==> config.mk <==
export PLATFORM = sky130hd
export DESIGN_NAME = vc_read_scheduler
export DESIGN_NICKNAME = d
export VERILOG_FILES = /design/src/rtl/vc_read_scheduler.sv
export SDC_FILE = /design/constraint.sdc
export NUM_CORES = 1
export LEC_CHECK = 0
export ABC_AREA = 1
export CORE_ASPECT_RATIO = 1.4
export CORE_MARGIN = 1
export CORE_UTILIZATION = 55
export CTS_CLUSTER_DIAMETER = 200
export CTS_CLUSTER_SIZE = 40
export DETAILED_ROUTE_END_ITERATION = 8
export DONT_BUFFER_PORTS = 1
export PLACE_DENSITY_LB_ADDON = 0.08
export SYNTH_ARGS = -nofsm -noshare
export SYNTH_HDL_FRONTEND = slang
export SYNTH_SLANG_ARGS = --single-unit
==> constraint.sdc <==
create_clock -name clk -period 6.48 [get_ports clk]
set_input_delay 1.944 -clock clk [delete_from_list [all_inputs] [get_ports clk]]
set_output_delay 1.944 -clock clk [all_outputs]
set_load 0.03 [all_outputs]
==> src/rtl/vc_read_scheduler.sv <==
// Wormhole read scheduler: pulls flits from per-VC buffers, holds a VC for a whole
// packet, tracks downstream credits and drops flits whose label breaks packet framing.
package noc_params;
    localparam int VC_DEPTH    = 4;
    localparam int FLIT_DATA_W = 16;

    typedef enum logic [1:0] {
        HEAD     = 2'd0,
        BODY     = 2'd1,
        TAIL     = 2'd2,
        HEADTAIL = 2'd3
    } flit_label_t;

    typedef struct packed {
        flit_label_t            flit_label;
        logic [FLIT_DATA_W-1:0] data;
    } flit_t;
endpackage

module vc_read_scheduler
    import noc_params::*;
#(
    parameter int NUM_VC     = 2,
    parameter int CREDIT_MAX = VC_DEPTH
) (
    input  logic                      clk,
    input  logic                      rst,
    input  logic [NUM_VC-1:0]         vc_empty_i,
    input  flit_t [NUM_VC-1:0]        vc_peek_i,
    output logic [NUM_VC-1:0]         vc_read_o,
    input  logic [NUM_VC-1:0]         credit_i,
    output flit_t                     flit_o,
    output logic                      flit_valid_o,
    output logic [$clog2(NUM_VC)-1:0] vc_id_o,
    output logic                      error_o
);

    localparam int VC_W = $clog2(NUM_VC);
    localparam int CW   = $clog2(CREDIT_MAX + 1);
    localparam logic [VC_W:0]   NUM_VC_L    = (VC_W + 1)'(NUM_VC);
    localparam logic [CW-1:0]   CREDIT_FULL = CW'(CREDIT_MAX);
    localparam logic [VC_W-1:0] LAST_VC     = VC_W'(NUM_VC - 1);

    typedef enum logic {
        IDLE   = 1'b0,
        LOCKED = 1'b1
    } state_t;

    state_t            state_reg, state_next;
    logic [VC_W-1:0]   rr_ptr_reg, rr_ptr_next;
    logic [VC_W-1:0]   lock_vc_reg, lock_vc_next;
    logic [CW-1:0]     credit_reg  [NUM_VC];
    logic [CW-1:0]     credit_next [NUM_VC];

    logic [NUM_VC-1:0] eligible;
    logic [NUM_VC-1:0] is_head;
    logic [VC_W-1:0]   cand_idx [NUM_VC];
    logic [NUM_VC-1:0] cand_ok;
    logic              grant_found;
    logic [VC_W-1:0]   grant_vc;
    logic              do_read;
    logic              do_forward;
    logic              do_error;
    logic [VC_W-1:0]   sel_vc;
    logic [NUM_VC-1:0] sel_onehot;
    logic [NUM_VC-1:0] fwd_vec;

    function automatic logic [VC_W-1:0] wrap_inc(input logic [VC_W-1:0] v);
        wrap_inc = (v == LAST_VC) ? '0 : v + VC_W'(1);
    endfunction

    // Per-VC status, round-robin candidate order starting at rr_ptr, credit update.
    generate
        for (genvar gi = 0; gi < NUM_VC; gi++) begin : g_vc
            logic [VC_W:0] sum;
            logic [VC_W:0] wrapped;

            assign is_head[gi]  = (vc_peek_i[gi].flit_label == HEAD) ||
                                  (vc_peek_i[gi].flit_label == HEADTAIL);
            assign eligible[gi] = !vc_empty_i[gi] && (credit_reg[gi] != '0);

            assign sum          = {1'b0, rr_ptr_reg} + (VC_W + 1)'(gi);
            assign wrapped      = sum - NUM_VC_L;
            assign cand_idx[gi] = (sum >= NUM_VC_L) ? wrapped[VC_W-1:0] : sum[VC_W-1:0];
            assign cand_ok[gi]  = eligible[cand_idx[gi]] && is_head[cand_idx[gi]];

            assign sel_onehot[gi] = (sel_vc == VC_W'(gi));

            // Simultaneous forward and credit return cancel out.
            assign credit_next[gi] =
                (fwd_vec[gi] && !credit_i[gi]) ? credit_reg[gi] - CW'(1) :
                (!fwd_vec[gi] && credit_i[gi] && (credit_reg[gi] != CREDIT_FULL))
                                               ? credit_reg[gi] + CW'(1) :
                                                 credit_reg[gi];
        end
    endgenerate

    always_ff @(posedge clk) begin
        if (rst) begin
            state_reg    <= IDLE;
            rr_ptr_reg   <= '0;
            lock_vc_reg  <= '0;
            flit_o       <= '0;
            vc_id_o      <= '0;
            flit_valid_o <= 1'b0;
            error_o      <= 1'b0;
            for (int v = 0; v < NUM_VC; v++) begin
                credit_reg[v] <= CREDIT_FULL;
            end
        end else begin
            state_reg    <= state_next;
            rr_ptr_reg   <= rr_ptr_next;
            lock_vc_reg  <= lock_vc_next;
            flit_valid_o <= do_forward;
            error_o      <= do_error;
            if (do_forward) begin
                flit_o  <= vc_peek_i[sel_vc];
                vc_id_o <= sel_vc;
            end
            for (int v = 0; v < NUM_VC; v++) begin
                credit_reg[v] <= credit_next[v];
            end
        end
    end

    always_comb begin
        state_next   = state_reg;
        rr_ptr_next  = rr_ptr_reg;
        lock_vc_next = lock_vc_reg;
        do_read      = 1'b0;
        do_forward   = 1'b0;
        do_error     = 1'b0;
        sel_vc       = rr_ptr_reg;
        grant_found  = 1'b0;
        grant_vc     = rr_ptr_reg;

        // Descending scan so the candidate closest to rr_ptr wins.
        for (int i = NUM_VC - 1; i >= 0; i--) begin
            if (cand_ok[i]) begin
                grant_found = 1'b1;
                grant_vc    = cand_idx[i];
            end
        end

        case (state_reg)
            IDLE: begin
                if (!vc_empty_i[rr_ptr_reg] && !is_head[rr_ptr_reg]) begin
                    // Orphan BODY/TAIL: consume it without forwarding or spending credit.
                    do_read  = 1'b1;
                    do_error = 1'b1;
                    sel_vc   = rr_ptr_reg;
                end else if (grant_found) begin
                    do_read    = 1'b1;
                    do_forward = 1'b1;
                    sel_vc     = grant_vc;
                    if (vc_peek_i[grant_vc].flit_label == HEADTAIL) begin
                        rr_ptr_next = wrap_inc(grant_vc);
                    end else begin
                        state_next   = LOCKED;
                        lock_vc_next = grant_vc;
                    end
                end
            end
            LOCKED: begin
                sel_vc = lock_vc_reg;
                if (!vc_empty_i[lock_vc_reg] && is_head[lock_vc_reg]) begin
                    // New packet started before the old one closed; abandon it unread.
                    do_error   = 1'b1;
                    state_next = IDLE;
                end else if (eligible[lock_vc_reg]) begin
                    do_read    = 1'b1;
                    do_forward = 1'b1;
                    if (vc_peek_i[lock_vc_reg].flit_label == TAIL) begin
                        state_next  = IDLE;
                        rr_ptr_next = wrap_inc(lock_vc_reg);
                    end
                end
            end
            default: begin
                state_next = IDLE;
            end
        endcase
    end

    always_comb begin
        vc_read_o = '0;
        fwd_vec   = '0;
        if (!rst && do_read) begin
            vc_read_o = sel_onehot;
        end
        if (do_forward) begin
            fwd_vec = sel_onehot;
        end
    end

endmodule

* Word-level counts from Yosys, hierarchy flattened
Memory sizes are Yosys's and may differ from the RTL's.
Cells that the tools add are included.
** Operators by class
- Reductions and logical operators :: 31
- Add/sub/neg operators :: 9
- $lt $le $gt $ge :: 8
- Muxes and demuxes :: 70
- Bitwise logic cells :: 6
- Equal/unequal tests :: 12
** Operators by type and width (number)
- $mux W18 :: 6
- $mux W1 :: 50
- $mux W3 :: 6
- $logic_and A1 B1 Y1 :: 13
- $lt A1 B2 Y1 const B :: 6
- $pmux W1 S2 :: 6
- $logic_not A1 Y1 :: 10
- $eq A2 B2 Y1 const B :: 4
- $ne A2 B2 Y1 const B :: 4
- $add A3 B1 Y3 const B :: 2
- $ne A3 B3 Y1 const B :: 2
- $reduce_and A6 Y1 :: 1
- $reduce_bool A3 Y1 :: 2
- $sub A3 B1 Y3 const B :: 2
- $logic_not A2 Y1 :: 2
- $mux W2 :: 2
- $ne A2 B1 Y1 const B :: 2
- $not A1 Y1 :: 4
- $reduce_and A4 Y1 :: 1
- $add A1 B1 Y1 const B :: 2
- $add A1 B1 Y2 const B :: 1
- $ge A1 B2 Y1 const B :: 1
- $ge A2 B2 Y1 const B :: 1
- $logic_or A1 B1 Y1 :: 2
- other kinds (2) :: 4
** Storage, ports and cells
- Input bits :: 42
- Output and inout port bits :: 23
- Bits in writable memories :: 6
- Word-level logic and storage cells :: 145
- Memories kept :: 1
- Register bits after elaboration :: 24
** Memories
- credit_reg :: words 2, width 3, rd ports 2, clocked after Yosys merged registers in 0, write ports 2, RTL line 52 : logic [CW-1:0] credit_reg [NUM_VC];

* Logic depth before layout (Yosys ltp)
- Depth after elaboration :: 19
- Gate-level depth with buffers :: 17
- Gate-level depth less buffers :: 17

* Worst setup path after synthesis
OpenSTA, ideal clock, no wires.
- Kind :: input to output
- Start :: in vc_peek_i[34] (netlist name)
- End :: out vc_read_o[1]
- Data required time :: 4.536 ns
- Data arrival time :: 3.100 ns
- Path slack :: 1.436 ns
- Buffers on the path :: 0
- Stages :: 10
- Cell sequence :: inv_1 > nand2_1 > nand3_2 > nand2_1 > nand2_1 > nand2_1 > nand3_1 > nand2_2 > nand2_4 > nor2_1
** Between the ends
- Cells in the longest elaborated chain, start to end :: 12
- Elaborated cells on any way between the ends :: 29
- Classes of those cells :: eq/ne: 1; mux: 20; reduce/logical: 8
** RTL lines
- start, declared :: RTL line 29 : input flit_t [NUM_VC-1:0] vc_peek_i,
- $eq A2 B2 Y1 / $logic_not A2 Y1 (equally long branches) :: RTL line 79, 78
- $logic_or A1 B1 Y1 (*) :: RTL line 78 : assign is_head[gi] = (vc_peek_i[gi].flit_label == HEAD) ||
- $mux W1 (not written as such) (2 in a row) :: RTL line 85 : assign cand_ok[gi] = eligible[cand_idx[gi]] && is_head[cand_idx[gi]];
- $logic_and A1 B1 Y1 :: RTL line 85
- $mux W1 (2 in a row) :: RTL line 139 : if (cand_ok[i]) begin
- $mux W1 :: RTL line 152 : end else if (grant_found) begin
- $mux W1 :: RTL line 147 : if (!vc_empty_i[rr_ptr_reg] && !is_head[rr_ptr_reg]) begin
- $pmux W1 S2 :: RTL line 145 : case (state_reg)
- $logic_and A1 B1 Y1 :: RTL line 188 : if (!rst && do_read) begin
- $mux W2 (*) :: RTL line 188
- end, declared :: RTL line 30 : output logic [NUM_VC-1:0] vc_read_o,
Mark *: on every way between the ends. The rest lies on a longest branch, timed or not. The select of a mux whose other input is x is not followed.

* Worst setup path in the final report
Same ends and word-level chain as after synthesis.

==> results by group <==
Status
  • Run status: completed

STA
  • Final hold violation count: 0
  • Final-layout setup total negative slack: 0 ns
  • Unrepaired setup endpoints after global routing: false
  • Fin. max-slew vios: 0
  • Shortest period the worst path allows: 5.157 ns
  • Number of setup violations in the final report: 0
  • Slew headroom: 0.5440
  • Worst clock skew on the final layout: 0.006677 ns
  • Top achievable clock speed: 0.1939 GHz
  • Transition time at the pin with the least slew margin: 0.6797 ns
  • Hold Slack: 0.4868 ns
  • Final critical-path share of the clock period: 0.7959

Clock tree
  • TritonCTS clock tree: built
  • Hold bufs inserted after CTS: 0
  • Maximum number of buffers from clock root to sink: 2
  • TritonCTS buffer count: 5
  • Clock latency of the later-clocked register in the worst-skew pair: 0.28 ns
  • Number of setup buffers added after CTS: 0
  • Clock Sinks: 30
  • Clock-pin transition on the worst setup and hold timing paths: 0.06 ns
  • Clock tree root buffer cell: sky130_fd_sc_hd__clkbuf_8
  • Post_cts resized: 0
  • Max H-tree Level: 2

Floorplanning
  • Die span in x: 50.21 µm
  • Placeable core region: 3093 µm²
  • Die area: 3488 µm²
  • # rows: 24
  • Vertical extent of the die: 69.49 µm
  • Io pins: 65
  • Initial core utilization: 0.5785

Finish
  • Signed area change from the synthesized netlist to the final layout: 4.895%
  • Commonest non-fill, non-tap cells in the layout: sky130_fd_sc_hd__nand2_1, sky130_fd_sc_hd__nand3_1, sky130_fd_sc_hd__inv_1
  • Layout net count: 330
  • Most common library cell in the layout ignoring fill and taps: sky130_fd_sc_hd__nand2_1
  • Fillers: 315
  • Fraction of final layout cells sized beyond drive strength 1: 0.08014
  • Antenna Diode Count: 0
  • Largest register FFs: 18
  • Final non-filler cell total: 326

Logic synthesis
  • Synthesized instance count: 286
  • Fraction of post-synthesis cell area in the top cell type by area: 0.3357
  • Number of nets in the synthesized netlist: 330
  • Cell type with the highest aggregate area in the netlist: sky130_fd_sc_hd__dfxtp_1
  • Primary flip-flop cell chosen by synthesis mapping: sky130_fd_sc_hd__dfxtp_1
  • Sequential share of the synthesized area: 0.3357
  • Number of enable flip-flop cells after synthesis: 0
  • Share of the synthesized netlist area taken by xor and xnor gates: 0
  • Post-synthesis instance area: 1789 µm²
  • Synthesized flop and latch total: 30
  • Syn_area_per_cell: 6.256 µm²
  • Basic-gate share of the synthesized area counting and, or, nand and nor cells: 0.4378
  • Async set-reset flop share out of synthesis: 0
  • Count of yosys warnings during synthesis: 0
  • Distinct cell type count of the synthesized netlist: 25
  • Arithmetic-cell share of the synthesized area counting full adders, half adders and majority gates: 0.02238
  • Combinational family with the most area after synthesis: simple AND/OR/NAND/NOR gates
  • Fraction of the mapped netlist area in compound gates: 0.07413
  • Post-synthesis mux area share: 0
  • Leading post-synthesis cells by cell area: sky130_fd_sc_hd__dfxtp_1, sky130_fd_sc_hd__nand2_1, sky130_fd_sc_hd__nand3_1

Place
  • Placer Congestion: 0.8650
  • Cells after DPL: 318
  • Buffers added on ports: 0
  • DP HPWL: 2891 µm

Drt
  • First-pass detailed-route iteration total: 4
  • DRC viols: 0
  • ANT nets after route: 0
  • Total wire length after detailed routing: 3850 µm
  • Routed wirelength normalized by instance count: 11.81 µm
  • Via count: 1687
  • Via-per-instance ratio: 5.175
  • Number of violations reported at the end of detailed-routing iteration 0: 33

Global routing
  • First-pass GRT wire length: 6348 µm
  • Total congestion overflow after global routing: 0
  • Number of antenna violations at the first check in global routing: 0
  • Maximum number of pins on one net before global-route repair: 27
  • Vias in the first global route: 1545
  • GRT Total Usage: 0.2400

Power
  • Power density over cell area: 562.4 nW/µm²
  • Max rail drop VDD: 0.3109 mV
  • Reported leakage power: 1.023 nW

Setup path
  • Critical path required time: 4.54 ns
  • Crit Path Class: in2out
  • Nature of the critical path startpoint: primary input
  • Worst Path Arrival: 3.21 ns
  • Largest driver fanout on the critical path: 6
  • Element type at the critical path end: primary output

Job
  • Number of violations of the max-capacitance limit: 0

Min path
  • Hold Path Class: reg2reg
-- final cells by class --
| class | instances | area, µm² | share of cell area |
|---|---|---|---|
| Clock buffer | 7 | 86.33 | 0.04600 |
| Multi-Input combinational cell | 203 | 955.9 | 0.5093 |
| Inverter | 46 | 180.2 | 0.09600 |
| Tap cell | 39 | 48.80 | 0.02600 |
| Sequential cell | 30 | 600.6 | 0.3200 |
| Clock inverter | 1 | 5.005 | 0.002667 |
-- kinds of logic (layout without fill, tap and decap cells) --
family                     Yosys count  count (layout)
AOI/OAI and AO/OA                   23              23
adders and majority gates            2               2
buffers and inverters               53              54
DFF                                 30              30
and+or+nand+nor                    178             178
-- cell usage after synthesis, drive strengths merged (2+ instances only) --
cell type,instances
clkinv,2
a21boi,2
a21oi,12
nand4,3
nand2,114
fa,2
nand3,46
nor2,15
o21ai,5
buf,7
dfxtp,30
inv,44
-- worst max-delay path: stages --
cell and delay, ns:
sky130_fd_sc_hd__inv_1 0.02, sky130_fd_sc_hd__nand2_1 0.11, sky130_fd_sc_hd__nand2_1 0.09, sky130_fd_sc_hd__o21bai_1 0.15, sky130_fd_sc_hd__nand2_1 0.07, sky130_fd_sc_hd__nand2_1 0.08, sky130_fd_sc_hd__nand3_1 0.08, sky130_fd_sc_hd__nand2_2 0.14
sky130_fd_sc_hd__nand2_4 0.09, sky130_fd_sc_hd__nor2_1 0.44
-- layer usage --
metal	wire, µm	track usage
met5	0	0
met3	234	0.05702
met4	92	0.1143
met1	1640	0.2531
met2	1883	0.4296
-- per-stage QoR --
stage,instance area [µm²],setup WS (ns),utilization,power (mW)
final,1877,1.323,0.6068,1.055
after global routing,1877,1.150,0.6068,1.151
after global placement,1785,1.348,0.5773,0.9037
after floorplan,1789,1.436,-,0.8403
after CTS,1877,1.333,0.6068,1.064
after detailed placement,1785,1.334,0.5773,0.9100
-- report_power, final --
group	internal, mW	switching (mW)	total [mW]
logic	0.165	0.343	0.507
clock network	0.0855	0.0663	0.152
registers	0.255	0.141	0.396
total	0.505	0.550	1.06
-- path summary, 6_finish.rpt --
kind	from	endpoint	slack, ns	depth (start not counted)
hold / removal	credit_reg[0][5]$_SDFFE_PP1P_	credit_reg[0][5]$_SDFFE_PP1P_	0.49	2
hold reg to reg	credit_reg[0][5]$_SDFFE_PP1P_	credit_reg[0][5]$_SDFFE_PP1P_	0.49	2
setup / recovery	vc_peek_i[34]	vc_read_o[1]	1.32	10
setup reg to reg	rr_ptr_reg$_SDFFE_PP0P_	credit_reg[0][4]$_SDFFE_PP0P_	3.79	12
(Power assumes the default switching activity.)
